`src/rtl/rgb2yuv_mac_sched_if.sv`:
```
// rgb2yuv_mac_sched_if
//   Pixel-side bus of the time-multiplexed RGB->YUV converter.
//   Upstream drives dvi/dtypei/r/g/b/meta_datai and watches rdyo.
//   The converter drives dvo/dtypeo/y/u/v/meta_datao.
//   Modports:
//     master : the pixel source/sink side (e.g. upstream pipeline stage)
//     slave  : the converter itself
//   DTYPE_WIDTH falls back to 4 when the build does not define it.
`ifndef DTYPE_WIDTH
`define DTYPE_WIDTH 4
`endif

interface rgb2yuv_mac_sched_if #(
  parameter int PIXEL_WIDTH = 8
);
  logic                    dvi;
  logic                    rdyo;
  logic [`DTYPE_WIDTH-1:0] dtypei;
  logic [PIXEL_WIDTH-1:0]  r;
  logic [PIXEL_WIDTH-1:0]  g;
  logic [PIXEL_WIDTH-1:0]  b;
  logic [15:0]             meta_datai;
  logic                    dvo;
  logic [`DTYPE_WIDTH-1:0] dtypeo;
  logic [PIXEL_WIDTH-1:0]  y;
  logic [PIXEL_WIDTH-1:0]  u;
  logic [PIXEL_WIDTH-1:0]  v;
  logic [15:0]             meta_datao;

  modport master (
    output dvi, dtypei, r, g, b, meta_datai,
    input  rdyo, dvo, dtypeo, y, u, v, meta_datao
  );

  modport slave (
    input  dvi, dtypei, r, g, b, meta_datai,
    output rdyo, dvo, dtypeo, y, u, v, meta_datao
  );
endinterface

```
`src/rtl/rgb2yuv_mac_sched.sv`:
```
// rgb2yuv_mac_sched
//   Time-multiplexed RGB->YUV converter. A single signed 9b x PIXEL_WIDTH
//   multiply-accumulate unit is stepped 9 times per pixel (Y, U, V rows of a
//   3x3 matrix, coefficient value/256). Y is unsigned full range, U/V are
//   signed two's complement without offset. The coefficient matrix has a
//   shadow bank (written any time) and an active bank (updated on frame sync,
//   deferred to the end of the current pixel while one is in flight).
//   Ports:
//     clk, reset     : clock, synchronous active-high reset
//     enable         : 1 = convert, 0 = pass r/g/b through (captured at accept)
//     coef_wr/addr/data : shadow bank write (addr 0..8, 9..15 ignored)
//     frame_sync     : copy shadow bank into active bank
//     pix            : pixel bus (dvi/rdyo in, dvo/y/u/v out), slave modport
//     clamp_cnt      : count of converted pixels that clamped (optional)
//   Optional feature macro: RGB2YUV_MAC_SCHED_CLAMP_CNT_EN adds clamp_cnt.
`ifndef DTYPE_WIDTH
`define DTYPE_WIDTH 4
`endif

module rgb2yuv_mac_sched #(
  parameter int PIXEL_WIDTH = 8
) (
  input  logic              clk,
  input  logic              reset,
  input  logic              enable,
  input  logic              coef_wr,
  input  logic [3:0]        coef_addr,
  input  logic signed [8:0] coef_data,
  input  logic              frame_sync,
`ifdef RGB2YUV_MAC_SCHED_CLAMP_CNT_EN
  output logic [15:0]       clamp_cnt,
`endif
  rgb2yuv_mac_sched_if.slave pix
);
  localparam int PW     = PIXEL_WIDTH;
  localparam int PROD_W = PW + 10;
  localparam int ACC_W  = PW + 11;
  localparam logic signed [ACC_W-1:0] ROUND_K = ACC_W'(128);
  localparam logic signed [ACC_W-1:0] Y_MAX   = ACC_W'((1 << PW) - 1);
  localparam logic signed [ACC_W-1:0] S_MAX   = ACC_W'((1 << (PW - 1)) - 1);
  localparam logic signed [ACC_W-1:0] S_MIN   = ACC_W'(-(1 << (PW - 1)));
  localparam logic signed [8:0] DEF_COEF [9] = '{
    9'sd66, 9'sd129, 9'sd25, -9'sd38, -9'sd74, 9'sd112, 9'sd112, -9'sd94, -9'sd18
  };

  typedef enum logic {IDLE, MAC} state_t;

  state_t                  state_q, state_d;
  logic [3:0]              step_q;
  logic signed [ACC_W-1:0] acc_q;
  logic [PW-1:0]           r_q, g_q, b_q;
  logic                    en_q;
  logic [`DTYPE_WIDTH-1:0] dtype_q, dtypeo_q;
  logic [15:0]             meta_q, metao_q;
  logic [PW-1:0]           y_hold, u_hold, y_q, u_q, v_q;
  logic                    dvo_q;
  logic                    sync_pending;
  logic signed [8:0]       coef_shadow [9];
  logic signed [8:0]       coef_active [9];
  logic signed [8:0]       shadow_fwd  [9];

  logic                     accept, in_mac, last_step, chan_end;
  logic                     wr_hit, copy_now, set_pending;
  logic [PW-1:0]            pix_sel;
  logic signed [8:0]        coef_sel;
  logic signed [PROD_W-1:0] product;
  logic signed [ACC_W-1:0]  acc_sum, rounded;
  logic [PW-1:0]            ch_val;

  assign pix.rdyo       = (state_q == IDLE);
  assign pix.dvo        = dvo_q;
  assign pix.y          = y_q;
  assign pix.u          = u_q;
  assign pix.v          = v_q;
  assign pix.dtypeo     = dtypeo_q;
  assign pix.meta_datao = metao_q;

  always_comb begin
    accept    = (state_q == IDLE) && pix.dvi;
    in_mac    = (state_q == MAC);
    last_step = in_mac && (step_q == 4'd8);
    chan_end  = in_mac && ((step_q == 4'd2) || (step_q == 4'd5) || (step_q == 4'd8));
  end

  always_ff @(posedge clk) begin
    if (reset) state_q <= IDLE;
    else       state_q <= state_d;
  end

  always_comb begin
    state_d = state_q;
    case (state_q)
      IDLE:    if (pix.dvi) state_d = MAC;
      MAC:     if (step_q == 4'd8) state_d = IDLE;
      default: state_d = IDLE;
    endcase
  end

  // Step k multiplies coefficient k by R, G or B (k mod 3); the pixel is
  // zero-extended so the product is always a signed value.
  always_comb begin
    case (step_q)
      4'd0, 4'd3, 4'd6: pix_sel = r_q;
      4'd1, 4'd4, 4'd7: pix_sel = g_q;
      default:          pix_sel = b_q;
    endcase
    coef_sel = (step_q <= 4'd8) ? coef_active[step_q] : 9'sd0;
    product  = PROD_W'(coef_sel) * PROD_W'($signed({1'b0, pix_sel}));
    acc_sum  = acc_q + ACC_W'(product);
    rounded  = (acc_sum + ROUND_K) >>> 8;
  end

  // Step 2 finishes Y (unsigned range); steps 5 and 8 finish U/V (signed range).
  always_comb begin
    ch_val = rounded[PW-1:0];
    if (step_q == 4'd2) begin
      if (rounded[ACC_W-1])      ch_val = '0;
      else if (rounded > Y_MAX)  ch_val = '1;
    end else begin
      if (rounded < S_MIN)       ch_val = S_MIN[PW-1:0];
      else if (rounded > S_MAX)  ch_val = S_MAX[PW-1:0];
    end
  end

  always_ff @(posedge clk) begin
    if (reset) begin
      step_q   <= '0;
      acc_q    <= '0;
      r_q      <= '0;
      g_q      <= '0;
      b_q      <= '0;
      en_q     <= 1'b0;
      dtype_q  <= '0;
      meta_q   <= '0;
      y_hold   <= '0;
      u_hold   <= '0;
      y_q      <= '0;
      u_q      <= '0;
      v_q      <= '0;
      dtypeo_q <= '0;
      metao_q  <= '0;
      dvo_q    <= 1'b0;
    end else begin
      dvo_q <= 1'b0;
      if (accept) begin
        r_q     <= pix.r;
        g_q     <= pix.g;
        b_q     <= pix.b;
        en_q    <= enable;
        dtype_q <= pix.dtypei;
        meta_q  <= pix.meta_datai;
        acc_q   <= '0;
        step_q  <= '0;
      end else if (in_mac) begin
        step_q <= last_step ? 4'd0 : step_q + 4'd1;
        acc_q  <= chan_end ? '0 : acc_sum;
        if (step_q == 4'd2) y_hold <= ch_val;
        if (step_q == 4'd5) u_hold <= ch_val;
        if (last_step) begin
          dvo_q    <= 1'b1;
          y_q      <= en_q ? y_hold : r_q;
          u_q      <= en_q ? u_hold : g_q;
          v_q      <= en_q ? ch_val : b_q;
          dtypeo_q <= dtype_q;
          metao_q  <= meta_q;
        end
      end
    end
  end

  // A write landing on the same edge as a copy is forwarded so the active
  // bank sees the new value. A sync that arrives while a pixel is in flight
  // (or with its accept) is held and applied as the pixel completes.
  always_comb begin
    wr_hit     = coef_wr && (coef_addr <= 4'd8);
    shadow_fwd = coef_shadow;
    if (wr_hit) shadow_fwd[coef_addr] = coef_data;
    copy_now    = ((state_q == IDLE) && frame_sync && !pix.dvi) ||
                  (last_step && (sync_pending || frame_sync));
    set_pending = frame_sync && (accept || (in_mac && !last_step));
  end

  always_ff @(posedge clk) begin
    if (reset) begin
      coef_shadow  <= DEF_COEF;
      coef_active  <= DEF_COEF;
      sync_pending <= 1'b0;
    end else begin
      if (wr_hit) coef_shadow[coef_addr] <= coef_data;
      if (copy_now) begin
        coef_active  <= shadow_fwd;
        sync_pending <= 1'b0;
      end else if (set_pending) begin
        sync_pending <= 1'b1;
      end
    end
  end

`ifdef RGB2YUV_MAC_SCHED_CLAMP_CNT_EN
  logic ch_clamped, clamp_seen, clamp_inc;

  always_comb begin
    if (step_q == 4'd2) ch_clamped = rounded[ACC_W-1] || (rounded > Y_MAX);
    else                ch_clamped = (rounded < S_MIN) || (rounded > S_MAX);
    clamp_inc = last_step && en_q && (clamp_seen || ch_clamped);
  end

  // A bank copy restarts the count; a clamped pixel finishing on that same
  // edge is the first one counted against the new matrix.
  always_ff @(posedge clk) begin
    if (reset) begin
      clamp_seen <= 1'b0;
      clamp_cnt  <= '0;
    end else begin
      if (accept)                     clamp_seen <= 1'b0;
      else if (chan_end && ch_clamped) clamp_seen <= 1'b1;
      if (copy_now)
        clamp_cnt <= clamp_inc ? 16'd1 : 16'd0;
      else if (clamp_inc && (clamp_cnt != 16'hFFFF))
        clamp_cnt <= clamp_cnt + 16'd1;
    end
  end
`endif

endmodule

```
`src/flat_wrapper.sv`:
```
// flat-port wrapper written by rule: the top's interface ports become plain ports
module rgb2yuv_mac_sched_flat 
#(
  parameter int PIXEL_WIDTH = 8
)
  (clk, reset, enable, coef_wr, coef_addr, coef_data, frame_sync, pix_dvi, pix_dtypei, pix_r, pix_g, pix_b, pix_meta_datai, pix_rdyo, pix_dvo, pix_dtypeo, pix_y, pix_u, pix_v, pix_meta_datao);
  rgb2yuv_mac_sched_if #(.PIXEL_WIDTH(PIXEL_WIDTH)) pix_i ();
  input  logic clk;
  input  logic reset;
  input  logic enable;
  input  logic coef_wr;
  input  logic [3:0] coef_addr;
  input  logic signed [8:0] coef_data;
  input  logic frame_sync;
  input wire logic [$bits(pix_i.dvi)-1:0] pix_dvi;
  input wire logic [$bits(pix_i.dtypei)-1:0] pix_dtypei;
  input wire logic [$bits(pix_i.r)-1:0] pix_r;
  input wire logic [$bits(pix_i.g)-1:0] pix_g;
  input wire logic [$bits(pix_i.b)-1:0] pix_b;
  input wire logic [$bits(pix_i.meta_datai)-1:0] pix_meta_datai;
  output wire logic [$bits(pix_i.rdyo)-1:0] pix_rdyo;
  output wire logic [$bits(pix_i.dvo)-1:0] pix_dvo;
  output wire logic [$bits(pix_i.dtypeo)-1:0] pix_dtypeo;
  output wire logic [$bits(pix_i.y)-1:0] pix_y;
  output wire logic [$bits(pix_i.u)-1:0] pix_u;
  output wire logic [$bits(pix_i.v)-1:0] pix_v;
  output wire logic [$bits(pix_i.meta_datao)-1:0] pix_meta_datao;
  assign pix_i.dvi = pix_dvi;
  assign pix_i.dtypei = pix_dtypei;
  assign pix_i.r = pix_r;
  assign pix_i.g = pix_g;
  assign pix_i.b = pix_b;
  assign pix_i.meta_datai = pix_meta_datai;
  assign pix_rdyo = pix_i.rdyo;
  assign pix_dvo = pix_i.dvo;
  assign pix_dtypeo = pix_i.dtypeo;
  assign pix_y = pix_i.y;
  assign pix_u = pix_i.u;
  assign pix_v = pix_i.v;
  assign pix_meta_datao = pix_i.meta_datao;
  rgb2yuv_mac_sched #(.PIXEL_WIDTH(PIXEL_WIDTH)) u_core (.clk(clk), .reset(reset), .enable(enable), .coef_wr(coef_wr), .coef_addr(coef_addr), .coef_data(coef_data), .frame_sync(frame_sync), .pix(pix_i));
endmodule
```
`config.mk`:
```
export PLATFORM = sky130hd
export DESIGN_NAME = rgb2yuv_mac_sched_flat
export DESIGN_NICKNAME = d
export VERILOG_FILES = /design/src/rtl/rgb2yuv_mac_sched_if.sv /design/src/rtl/rgb2yuv_mac_sched.sv /design/src/flat_wrapper.sv
export SDC_FILE = /design/constraint.sdc
export NUM_CORES = 1
export LEC_CHECK = 0
export ABC_AREA = 1
export CORE_MARGIN = 5
export CORE_UTILIZATION = 50
export CTS_CLUSTER_DIAMETER = 120
export DETAILED_ROUTE_END_ITERATION = 10
export HOLD_SLACK_MARGIN = 0.03
export PLACE_DENSITY = 0.69
export SLEW_MARGIN = 25
export SYNTH_ARGS = -nofsm -noshare
export SYNTH_HDL_FRONTEND = slang
export SYNTH_SLANG_ARGS = --single-unit
```
`constraint.sdc`:
```
create_clock -name clk -period 10.7 [get_ports clk]
set_clock_uncertainty 0.15 [all_clocks]
set_input_delay 2.14 -clock clk [delete_from_list [all_inputs] [get_ports clk]]
set_output_delay 2.14 -clock clk [all_outputs]
set_load 0.05 [all_outputs]
```
# ---- Word level (Yosys, flattened, before mapping)
# Cells that the tools add are included.
dict set report totals {
  out_inout_bits 46
  ff_bits 293
  input_bits 63
  word_cells 109
}
dict set report op_classes {
  eq_ne 8
  add_sub_neg 3
  reduce_logical 26
  mul 1
  muxes 23
  order_cmp 8
  bitwise_logic 4
}
# op n
set op_table {}
lappend op_table {{81-bit bitwise mux} 1}
lappend op_table {{81-bit two-way mux} 1}
lappend op_table {{8-bit two-way mux} 8}
lappend op_table {{9-bit binary-select mux with 4-bit select} 1}
lappend op_table {{9-bit demux with 4-bit select} 1}
lappend op_table {{9-bit two-way mux} 4}
lappend op_table {{19-bit by 18-bit adder with 19-bit output} 1}
lappend op_table {{19-bit by 9-bit adder with 19-bit output, second input constant} 1}
lappend op_table {{19-bit two-way mux} 1}
lappend op_table {{9-bit by 9-bit multiplier with 18-bit output} 1}
lappend op_table {{4-bit by 3-bit == test with 1-bit output, second input constant} 4}
lappend op_table {{8-bit one-hot mux with 2 select lines} 1}
lappend op_table {{11-bit by 8-bit greater-than comparator with 1-bit output, second input constant} 1}
lappend op_table {{11-bit by 9-bit greater-than comparator with 1-bit output, second input constant} 1}
lappend op_table {{11-bit by 8-bit < comparator with 1-bit output, second input constant} 1}
lappend op_table {{5-bit >= comparator, second input constant} 2}
lappend op_table {{1-bit logical AND} 10}
lappend op_table {{4-bit NOT with 5-bit output} 2}
lappend op_table {{3-bit AND reduction} 3}
lappend op_table {{3-bit OR reduction} 3}
lappend op_table {{4-bit by 2-bit == test with 1-bit output, second input constant} 2}
lappend op_table {{4-bit <= comparator, second input constant} 2}
lappend op_table {{1-bit logical OR} 5}
lappend op_table {{5-bit by 1-bit < comparator with 1-bit output, second input constant} 1}
lappend op_table {{other kinds (10)} 15}

# ---- Logic depth before layout (Yosys ltp)
# Gate-level depths: netlist (run 1).
dict set report depth {
  depth_word 13
  ltp_mapped 46
}

# ---- Worst setup path after synthesis (run 1)
# Ideal clock, no wire load.
dict set report synth_path {
  kind {reg-to-reg}
  start {reg u_core.step_q[0]}
  end {reg u_core.u_hold[5]}
  path_stages_with_launch 43
  period_less_slack_ns 7.667
  path_buffers 3
  required_ns 10.435
  path_slack_ns 3.033
  arrival_time_ns 7.401
  cell_sequence {dfxtp_1 clkbuf_1 clkinv_1 clkbuf_1 clkbuf_1 ha_1 inv_1 nor3_1 nor2_1 a311oi_1 nand2_1 fa_1 inv_1 fa_1 inv_1 fa_1 inv_1 fa_1 [7 not listed] nand2_2 xor2_2 ha_1 inv_1 nor2_2 nand3_2 nor2_2 nand2_1 nand2_1 nand2_1 inv_1 nand3_2 nand2_4 nand2_1 nand2_1 nand2_1 o21ai_0 inv_1}
}
dict set report synth_via {
  elab_chain_len 12
}
# item line_no
set synth_lines {}
lappend synth_lines {{start: declaration} rgb2yuv_mac_sched.sv:49} ;# logic [3:0] step_q;
lappend synth_lines {{start signal: assignment} rgb2yuv_mac_sched.sv:155} ;# step_q <= last_step ? 4'd0 : step_q + 4'd1;
lappend synth_lines {{4-bit NOT with 5-bit output (implied by the code)} rgb2yuv_mac_sched.sv:107} ;# coef_sel = (step_q <= 4'd8) ? coef_active[step_q] : 9'sd0;
lappend synth_lines {{9-bit binary-select mux with 4-bit select} rgb2yuv_mac_sched.sv:107}
lappend synth_lines {{9-bit two-way mux (implied by the code) (2 in a row)} rgb2yuv_mac_sched.sv:107}
lappend synth_lines {{9-bit two-way mux} rgb2yuv_mac_sched.sv:107}
lappend synth_lines {{9-bit by 9-bit multiplier with 18-bit output} rgb2yuv_mac_sched.sv:108} ;# product = PROD_W'(coef_sel) * PROD_W'($signed({1'b0, pix_sel}));
lappend synth_lines {{19-bit by 18-bit adder with 19-bit output} rgb2yuv_mac_sched.sv:109} ;# acc_sum = acc_q + ACC_W'(product);
lappend synth_lines {{19-bit by 9-bit adder with 19-bit output} rgb2yuv_mac_sched.sv:110} ;# rounded = (acc_sum + ROUND_K) >>> 8;
lappend synth_lines {{11-bit by 8-bit greater-than comparator with 1-bit output / 11-bit by 9-bit greater-than comparator with 1-bit output (equally long branches)} {rgb2yuv_mac_sched.sv:121, rgb2yuv_mac_sched.sv:118}}
lappend synth_lines {{8-bit two-way mux (on tied branches)} {rgb2yuv_mac_sched.sv:121, rgb2yuv_mac_sched.sv:118}}
lappend synth_lines {{8-bit two-way mux (on tied branches)} {rgb2yuv_mac_sched.sv:120, rgb2yuv_mac_sched.sv:117}}
lappend synth_lines {{8-bit two-way mux} rgb2yuv_mac_sched.sv:116} ;# if (step_q == 4'd2) begin
lappend synth_lines {{end signal: assignment} rgb2yuv_mac_sched.sv:158} ;# if (step_q == 4'd5) u_hold <= ch_val;
lappend synth_lines {{end: declaration} rgb2yuv_mac_sched.sv:55} ;# logic [PW-1:0] y_hold, u_hold, y_q, u_q, v_q;
# Parallel ways exist; a longest one is shown, timed or not. The select of a mux whose other input is x is not followed.
# A chain may end at the register's enable or synchronous reset.

# ---- Worst setup path after layout (run 1)
dict set report layout_path {
  start {reg u_core.step_q[3]}
  end {reg u_core.v_q[5] (netlist: u_core.pix.v[5])}
}
dict set report layout_via {
  elab_chain_len 13
}
# item line_no
set layout_lines {}
lappend layout_lines {{4-bit NOT with 5-bit output (implied by the code)} rgb2yuv_mac_sched.sv:107}
lappend layout_lines {{9-bit binary-select mux with 4-bit select} rgb2yuv_mac_sched.sv:107}
lappend layout_lines {{9-bit two-way mux (implied by the code) (2 in a row)} rgb2yuv_mac_sched.sv:107}
lappend layout_lines {{9-bit two-way mux} rgb2yuv_mac_sched.sv:107}
lappend layout_lines {{9-bit by 9-bit multiplier with 18-bit output} rgb2yuv_mac_sched.sv:108}
lappend layout_lines {{19-bit by 18-bit adder with 19-bit output} rgb2yuv_mac_sched.sv:109}
lappend layout_lines {{19-bit by 9-bit adder with 19-bit output} rgb2yuv_mac_sched.sv:110}
lappend layout_lines {{11-bit by 8-bit greater-than comparator with 1-bit output / 11-bit by 9-bit greater-than comparator with 1-bit output (equally long branches)} {rgb2yuv_mac_sched.sv:121, rgb2yuv_mac_sched.sv:118}}
lappend layout_lines {{8-bit two-way mux (on tied branches)} {rgb2yuv_mac_sched.sv:121, rgb2yuv_mac_sched.sv:118}}
lappend layout_lines {{8-bit two-way mux (on tied branches)} {rgb2yuv_mac_sched.sv:120, rgb2yuv_mac_sched.sv:117}}
lappend layout_lines {{8-bit two-way mux} rgb2yuv_mac_sched.sv:116}
lappend layout_lines {{8-bit two-way mux} rgb2yuv_mac_sched.sv:163} ;# v_q <= en_q ? ch_val : b_q;
lappend layout_lines {{end signal: assignment} rgb2yuv_mac_sched.sv:163}
lappend layout_lines {{end: declaration} rgb2yuv_mac_sched.sv:55}
# Parallel ways exist; a longest one is shown, timed or not. The select of a mux whose other input is x is not followed.

==> results of run 1 <==
through the flow:
stage,std cells,total power [mW],util (%)
after global routing,2596,3.70,58.0
after detailed placement,2541,2.40,54.7
after CTS,2596,3.48,58.0
after global placement,2541,2.38,54.7
final,2596,3.46,58.0
after floorplan,2102,2.09,-
layer usage:
metal,share of wire [%],track usage [%]
met5,0,0
met4,2.9,7.62
met3,6.4,4.10
met2,44,38.2
met1,46,34.3
path summary, 6_finish.rpt:
check,from,endpoint,slack [ns],depth (start not counted)
max,u_core.step_q[3],u_core.pix.v[5],2.06,34
min,u_core.acc_q[16],u_core.acc_q[16],0.32,2
min reg2reg,u_core.acc_q[16],u_core.acc_q[16],0.32,2
max reg2reg,u_core.step_q[3],u_core.pix.v[5],2.06,34
report_power, final:
part	internal, mW	leakage (nW)	total (mW)	switching, mW
Combinational	0.400	5.67	1.22	0.820
Sequential	1.14	2.39	1.17	0.0293
Clock	0.628	0.508	1.07	0.443
Total	2.17	8.57	3.46	1.29
Yosys cell counts, drive strengths merged, types with 4 or more instances:
| master | n |
|---|---|
| inv | 362 |
| o211ai | 44 |
| nand3 | 46 |
| nor3 | 47 |
| and2 | 4 |
| o21bai | 5 |
| clkinv | 4 |
| a311oi | 5 |
| o21ai | 168 |
| a211oi | 7 |
| a22oi | 29 |
| a21oi | 98 |
| a22o | 30 |
| nand3b | 4 |
| nand2 | 375 |
| ha | 49 |
| clkbuf | 76 |
| nor2 | 317 |
| fa | 76 |
| dfxtp | 293 |
| nand4 | 14 |
| xor2 | 9 |
| o221ai | 9 |
| buf | 15 |
critical path: cells and delay by family (launching register included):
family,cells,cell delay [ns]
fa+ha+maj,6,2.99
simple gates,17,2.34
compound gates,4,1.56
buf+inv,7,1.16
flops,1,0.37
cell type report:
class / count / area (um2)
Timing Repair Buffer: 128 / 1230
Clock buffer: 43 / 891
Sequential cell: 293 / 5870
Multi-Input combinational cell: 1352 / 8170
Inverter: 366 / 1380
Tap cell: 402 / 503
Clock inverter: 12 / 125
Fill cell: 2853 / 13200
flip-flops by register name (all words and copies together), names as in the netlist, 16 cells and up:
signal / cells
u_core.coef_active: 81
u_core.coef_shadow: 81
u_core.acc_q: 19
u_core.meta_q: 16
u_core.pix.meta_datao: 16
placed cells by master, fill, tap and decap left out, types with 4 or more instances in the layout:
master,instances
dfxtp_1,293
clkdlybuf4s50_1,107
xor2_1,7
clkbuf_8,7
nor2_1,304
nand3_2,8
nor2_2,9
o21bai_1,5
clkinv_2,7
nand2_2,19
clkbuf_16,31
clkbuf_1,5
nand3_1,38
nand4_1,13
a21oi_2,8
inv_1,355
o21ai_0,167
a311oi_1,4
clkinv_1,4
inv_2,6
nor3_1,47
nand2_1,353
a211oi_1,7
and2_1,4
a22oi_1,29
a22o_1,30
nor2_4,4
ha_1,49
a21oi_1,89
o221ai_2,6
fa_1,76
buf_4,20
o211ai_1,44
cells by family after synthesis:
family                   share of synthesized area [%]
AND/OR/NAND/NOR                                   21.5
buffers and inverters                             11.0
AO/OA/AOI/OAI                                     16.0
flip-flops                                        37.2
adder cells (fa/ha/maj)                           13.5
XOR/XNOR                                         0.706
==> reports/metrics.csv, run 1 <==
stage,metric,value,unit
run_status,status,"complete, no violations",
route,routed len/inst,16.8,um
route,drt pass-1 iters,7,
yosys,Post-synth EDFFs,0,
yosys,syn_nets,2290,
setup_path,slowest CP cell,o221ai_1,
die,die width,188,um
timing,TNS Setup,0,ns
clock_network,"Reg clk slew, reported paths",0.06,ns
clock_network,Worst-Skew Late Latency,0.56,ns
timing,unrepaired setup endpoints after global routing,false,
power,power density over the cells,191,nW/um2
timing,Max Freq,116,MHz
yosys,Synth cell types,48,
route,Initial DRC Count,1183,
clock_network,CTS Hold Bufs,0,
grt,number of global-route vias before repair,13374,
setup_path,CP Max Fanout,15,
yosys,post-synth top area cell,dfxtp_1,
setup_path,Worst Path Arrival,8.96,ns
yosys,Main synth FF type,dfxtp_1,
yosys,Syn Inst Count,2102,
clock_network,Num CTS Buffers,30,
yosys,Mean Syn Cell Area,7.50,um2
setup_path,critical path required time,11.03,ns
grt,first-pass GRT wire length,71100,um
route,DRC,0,
place,Area after DPL,17100,um2
timing,# setup viols final,0,
setup_path,element type at the critical path start,flip-flop,
timing,final setup margin,2.06,ns
setup_path,"slowest stage delay, CP",0.77,ns
layout,layout cells sized above 1,6.47,%
place,HPWL Detailed,31400,um
timing,relative slew slack,36.4,%
timing,Slew @ Worst Pin,0.953,ns
yosys,post-synthesis sequential area ratio,37.2,%
route,drt via density,5.28,
layout,Area Growth Syn to Fin,15.2,%
die,die height,188,um
clock_network,Clock Tree Root,clkbuf_16,
clock_network,CTS Buffer Depth,3,
place,Final Wtd Congestion,0.889,
grt,antenna violations before repair,0,
yosys,"flops & latches, synth",293,
yosys,Async SR Flop Fraction,0,%
yosys,Yosys warnings,0,
power,P_leak,8.57,nW
layout,# diodes,0,
grt,largest net degree at the start of global routing,85,
setup_path,Worst setup EP type,flip-flop,
clock_network,CTS H-Tree Depth,1,
timing,Tcrit/Tclk final,80.7,%
yosys,"top cells by area, synth","dfxtp_1, fa_1, inv_1",
die,Initial Util,50.3,%
place,Port Buf Inserts,108,
die,die area,35200,um2
route,final WL,43500,um
grt,overall routing resource usage,24.3,%
min_path,worst min-delay path class,flip-flop to flip-flop,
timing,hold slack final,0.319,ns
run,number of max-cap violations,0,
setup_path,Crit Path Class,flip-flop to flip-flop,
timing,fin. max-slew vios,0,
yosys,synthesized area,15800,um2
die,core region area,31300,um2
route,DRT antenna net count,0,
timing,min cycle time layout,8.64,ns
clock_network,CTS tree,built,
die,Site Rows,65,
route,total number of vias,13696,
place,Place WS,2.15,ns
yosys,area share of the largest cell type after synthesis,37.2,%
layout,Final nets,2359,
timing,final hold violation count,0,
setup_path,CP dominant cell by count,nand2_1,
power,Peak VDD IR,0.000131,V
die,IO Pins,109,
clock_network,Post-CTS Setup Bufs,0,
grt,global route total overflow,0,
clock_network,post-CTS resize count,0,
clock_network,clock sink count,293,
layout,Post-Layout Inst Area,18200,um2
(Power assumes the default switching activity.)
==> run 2, diff against run 1 <==
PLACE_DENSITY = 0.72   (was 0.69)
clock period = 7.49 ns   (was 10.7 ns; I/O delays follow)
==> run 2 against run 1 <==
Effect of this change: clock power increased by 59%; highest routed layer unchanged; critical endpoint is now u_core.y_hold[6]; global-route usage increased by 0.18 points; maximum frequency increased by 20%; largest power group unchanged.
==> reports/metrics.csv, run 2 (synthesized netlist as in run 1, its figures left out) <==
stage,metric,value,unit
power,combinational share of power,37.3,%
die,die height,188,um
route,drt pass-1 iters,6,
power,power density over the cells,281,nW/um2
timing,min cycle time layout,7.17,ns
setup_path,element type at the critical path start,flip-flop,
clock_network,Clock Tree Root,clkbuf_16,
timing,Tcrit/Tclk final,95.8,%
min_path,worst min-delay path class,flip-flop to flip-flop,
setup_path,cell depth of the worst setup path,41,
route,DRC,0,
timing,hold slack final,0.318,ns
power,Sw Pwr,1.99,mW
setup_path,R2R Path End,u_core.y_hold[6],
power,Pint,3.39,mW
setup_path,Worst path top cell family by delay,adder cells,
setup_path,Worst setup EP type,flip-flop,
power,P_leak,8.92,nW
power,Final Power,5.38,mW
timing,final hold violation count,0,
place,Final Wtd Congestion,0.911,
setup_path,reg2reg path depth,41,
die,core region area,31300,um2
place,Area after DPL,17400,um2
timing,Slew @ Worst Pin,0.986,ns
setup_path,Worst Path Arrival,7.48,ns
route,Initial DRC Count,1108,
power,Peak VDD IR,0.000187,V
clock_network,CTS tree,built,
clock_network,"Reg clk slew, reported paths",0.07,ns
clock_network,Num CTS Buffers,31,
run_status,status,"complete, no violations",
route,DRT antenna net count,0,
grt,global route total overflow,0,
layout,Top Registers,"u_core.coef_active (81), u_core.coef_shadow (81), u_core.acc_q (19)",
setup_path,CP Max Fanout,8,
power,Flop pwr share,31.1,%
die,die width,188,um
setup_path,worst path bufs/invs,12,
setup_path,Crit Path Class,flip-flop to flip-flop,
grt,overall routing resource usage,24.4,%
layout,layout cells sized above 1,11.2,%
timing,relative slew slack,34.1,%
min_path,Hold Crit Start,u_core.acc_q[6],
grt,largest net degree at the start of global routing,94,
layout,Final nets,2407,
layout,# diodes,0,
route,drt via density,5.39,
timing,Max Freq,139,MHz
setup_path,flop2flop setup slack,0.32,ns
die,IO Pins,109,
die,Site Rows,65,
place,HPWL Detailed,31400,um
layout,Layout Cells excl Fill,2646,
timing,fin. max-slew vios,0,
layout,fill cell count,2705,
run,number of max-cap violations,0,
setup_path,CP dominant cell by count,inv_1,
setup_path,slowest CP cell,fa_1,
layout,Post-Layout Inst Area,19100,um2
setup_path,"slowest stage delay, CP",0.54,ns
clock_network,clock sink count,293,
min_path,Hold Crit Endpoint,u_core.acc_q[6],
setup_path,Reg-to-Reg Start,u_core.step_q[2],
grt,antenna violations before repair,0,
layout,"commonest non-fill, non-tap cells in the layout","inv_1, nand2_1, nor2_1",
die,Initial Util,50.3,%
layout,"most common cell after layout, fill and taps aside",inv_1,
power,clock share of power,31.7,%
route,total number of vias,14271,
route,routed len/inst,17.0,um
timing,# setup viols final,0,
place,dpl cells,2573,
route,final WL,45000,um
grt,first-pass GRT wire length,71800,um
setup_path,critical path required time,7.79,ns
layout,Area Growth Syn to Fin,21.5,%
die,die area,35200,um2
clock_network,CTS H-Tree Depth,1,
grt,number of global-route vias before repair,13943,
place,Port Buf Inserts,108,
clock_network,CTS Buffer Depth,3,
power,Net Sw Frac,37.0,%
clock_network,Worst-Skew Late Latency,0.57,ns
min_path,Cells on Worst Hold Path,2,
[run 2: through the flow]
| step | setup slack [ns] | setup TNS (ns) | util [%] |
|---|---|---|---|
| floorplan | 0.0383 | 0 | - |
| global placement | 0.107 | 0 | 55.6 |
| detailed placement | 0.0153 | 0 | 55.6 |
| CTS | 0.0447 | 0 | 59.3 |
| global route | -0.0724 | -0.620 | 61.2 |
| finish | 0.317 | 0 | 61.2 |
[run 2: metal layers]
layer | global-route usage (%) | part of all wire, %
met4 | 8.19 | 3.3
met5 | 0 | 0
met3 | 3.44 | 6.5
met2 | 41.1 | 47
met1 | 32.5 | 43
[run 2: power groups by stage]
stage | sequential, mW | clock, mW | combinational, mW
after floorplan | 1.69 | 0 | 1.30
after global placement | 1.70 | 0 | 1.74
after detailed placement | 1.70 | 0 | 1.79
after CTS | 1.67 | 1.72 | 1.80
after global routing | 1.68 | 1.79 | 2.23
final | 1.67 | 1.70 | 2.00
[run 2: how the worst max path moves through the flow]
stage                startpoint                to  slack (ns)
6_report       u_core.step_q[2]  u_core.y_hold[6]        0.32
3_3_place_gp   u_core.step_q[0]  u_core.y_hold[0]        0.11
5_1_grt        u_core.step_q[2]  u_core.y_hold[6]       -0.07
2_1_floorplan  u_core.step_q[0]  u_core.u_hold[5]        0.04
3_5_place_dp   u_core.step_q[0]  u_core.y_hold[0]        0.02
4_1_cts        u_core.step_q[0]  u_core.y_hold[0]        0.04
[run 2: final cells by class]
type	instances	area (um2)	share of cell area [%]
tap	402	503	2.63
multi-input combinational	1352	8570	44.8
inverter	366	1390	7.24
timing repair buffer	175	1670	8.74
clock buffer	40	850	4.44
sequential	293	5870	30.7
clock inverter	18	288	1.50
[run 2: timing repair]
action,in CTS,in global routing
endpoints found under the hold margin,0,0
hold buffers,0,0
buffers inserted,0,13
cloned,0,2
setup endpoints to repair,2,24
pin swaps,0,22
gates resized for setup,1,97
[run 2: worst register-to-register path: cells and delay by family (launching register included)]
kind	cells	cell delay [ns]
compound gates	4	0.75
fa+ha+maj	6	2.62
buf+inv	12	1.15
flops	1	0.38
simple gates	19	2.02
==> run 3, diff against run 2 <==
==> constraint.sdc (replaced) <==
create_clock -name clk -period 7.49 [get_ports clk]
set_clock_uncertainty 0.15 [all_clocks]
set_input_delay 0.749 -clock clk [delete_from_list [all_inputs] [get_ports clk]]
set_output_delay 0.749 -clock clk [all_outputs]
set_load 0.05 [all_outputs]
==> run 3 against run 2 <==
Effect of this change: first-iteration DRC count increased by 15%; register-to-register slack about the same; clock-buffer cell count is the same; global-route usage about the same; die area unchanged; critical path depth decreased by 5; maximum frequency is 0.20% lower; wire length grew 1.4%; via count up 0.27%; largest cell class unchanged; highest routed layer is now met5.
==> reports/metrics.csv, run 3 (synthesized netlist as in run 1, its figures left out) <==
stage,metric,value,unit
setup_path,crit path to,u_core.pix.v[6],
clock_network,CTS Hold Bufs,0,
min_path,worst min-delay path class,flip-flop to flip-flop,
clock_network,Num CTS Buffers,31,
setup_path,Worst setup EP type,flip-flop,
route,final WL,45600,um
setup_path,Reg-to-Reg Start,u_core.step_q[0],
layout,Final Util,61.2,%
die,IO Pins,109,
timing,relative slew slack,34.9,%
grt,met2 Use GR,40.1,%
run_status,status,"complete, no violations",
setup_path,slowest CP cell,fa_1,
grt,antenna violations before repair,1,
power,Peak VDD IR,0.000157,V
layout,Top Registers,"u_core.coef_active (81), u_core.coef_shadow (81), u_core.acc_q (19)",
grt,global route total overflow,0,
setup_path,element type at the critical path start,flip-flop,
layout,fill cell count,2706,
die,die width,188,um
clock_network,clock sink count,293,
place,dpl cells,2571,
die,Site Rows,65,
grt,met1 usage,32.7,%
die,die height,188,um
timing,# setup viols final,0,
layout,layout cells sized above 1,11.4,%
timing,Tcrit/Tclk final,96.0,%
route,drt pass-1 iters,6,
route,DRT antenna net count,0,
power,power density over the cells,280,nW/um2
clock_network,CTS H-Tree Depth,1,
clock_network,Clock Tree Root,clkbuf_16,
clock_network,Worst-Skew Late Latency,0.57,ns
setup_path,flop2flop setup slack,0.30,ns
setup_path,R2R Path End,u_core.pix.v[6],
timing,fin. max-slew vios,0,
place,HPWL Detailed,31300,um
grt,M3 GR Usage,4.28,%
route,Initial DRC Count,1272,
layout,area occupied by multi-input gates,8520,um2
route,total number of vias,14309,
setup_path,Worst Path Arrival,7.53,ns
setup_path,Crit Path Class,flip-flop to flip-flop,
timing,final setup margin,0.302,ns
power,P_leak,8.95,nW
clock_network,CTS tree,built,
die,Initial Util,50.3,%
route,routed len/inst,17.2,um
route,drt via density,5.40,
timing,Max Freq,139,MHz
setup_path,critical path required time,7.83,ns
layout,"commonest non-fill, non-tap cells in the layout","inv_1, nand2_1, nor2_1",
timing,Slew @ Worst Pin,0.974,ns
grt,number of global-route vias before repair,14055,
place,Place WS,0.0958,ns
clock_network,"Reg clk slew, reported paths",0.07,ns
layout,# diodes,0,
place,Area after DPL,17400,um2
route,DRC,0,
grt,layer with the highest usage,met2,
setup_path,CP startpoint,u_core.step_q[0],
setup_path,"slowest stage delay, CP",0.57,ns
timing,final hold violation count,0,
timing,min cycle time layout,7.19,ns
layout,Reg area,5880,um2
setup_path,CP Max Fanout,12,
layout,Final nets,2413,
grt,largest net degree at the start of global routing,94,
grt,first-pass GRT wire length,72000,um
layout,Layout Cells excl Fill,2652,
place,Port Buf Inserts,108,
die,die area,35200,um2
grt,overall routing resource usage,24.4,%
layout,"most common cell after layout, fill and taps aside",inv_1,
place,Final Wtd Congestion,0.914,
setup_path,reg2reg path depth,36,
clock_network,CTS Buffer Depth,3,
run,number of max-cap violations,0,
layout,Area Growth Syn to Fin,21.6,%
layout,Post-Layout Inst Area,19200,um2
die,core region area,31300,um2
[run 3: cell count changes in the layout (fill, tap and decap cells not counted), sizes merged]
cell	change
buf	+6
clkinv	+2
clkinvlp	-3
bufinv	+1
[run 3: worst min path at each step]
stage,endpoint,start,cells past startpoint,slack (ns)
after floorplan,u_core.coef_active[54],u_core.coef_active[54],1,0.29
after global placement,u_core.acc_q[12],u_core.acc_q[12],2,0.30
after detailed placement,u_core.acc_q[14],u_core.acc_q[14],2,0.31
after CTS,u_core.acc_q[9],u_core.acc_q[9],2,0.32
after global routing,u_core.acc_q[11],u_core.acc_q[11],2,0.33
final,u_core.acc_q[9],u_core.acc_q[9],2,0.32
[run 3: final cells by class]
class	instances	area share, %
Timing Repair Buffer	181	8.94
Tap cell	402	2.62
Inverter	366	7.26
Clock buffer	40	4.48
Multi-Input combinational cell	1352	44.4
Sequential cell	293	30.7
Clock inverter	18	1.61
[run 3: layer usage]
layer	wire length (um)	share of wire, %	vias up
met5	7	0.015	-
met4	1560	3.4	2
met3	3320	7.3	110
met2	21600	47	529
met1	19100	42	6765
li1	-	-	6903
[run 3: worst max-delay path: cells and delay by family, from the launching register on]
family / cells / cell delay (ns)
buf+inv: 11 / 1.03
fa+ha+maj: 7 / 3.20
simple gates: 14 / 1.66
compound gates: 4 / 0.66
flops: 1 / 0.39
[run 3: repair_timing]
item / CTS / global route
setup endpoints to repair: 0 / 24
setup buffers: 0 / 21
endpoints found under the hold margin: 0 / 0
gates resized for setup: 0 / 97
[run 3: report_power, final]
group | switching [mW] | internal [mW]
registers | 0.0374 | 1.63
logic | 1.25 | 0.689
clock network | 0.670 | 1.09
[run 3: metrics by stage]
step | total power, mW | setup TNS (ns) | hold WS [ns]
floorplan | 2.99 | 0 | 0.294
finish | 5.37 | 0 | 0.320
CTS | 5.23 | 0 | 0.321
global route | 5.68 | -1.48 | 0.335
detailed placement | 3.48 | 0 | 0.310
global placement | 3.44 | 0 | 0.304
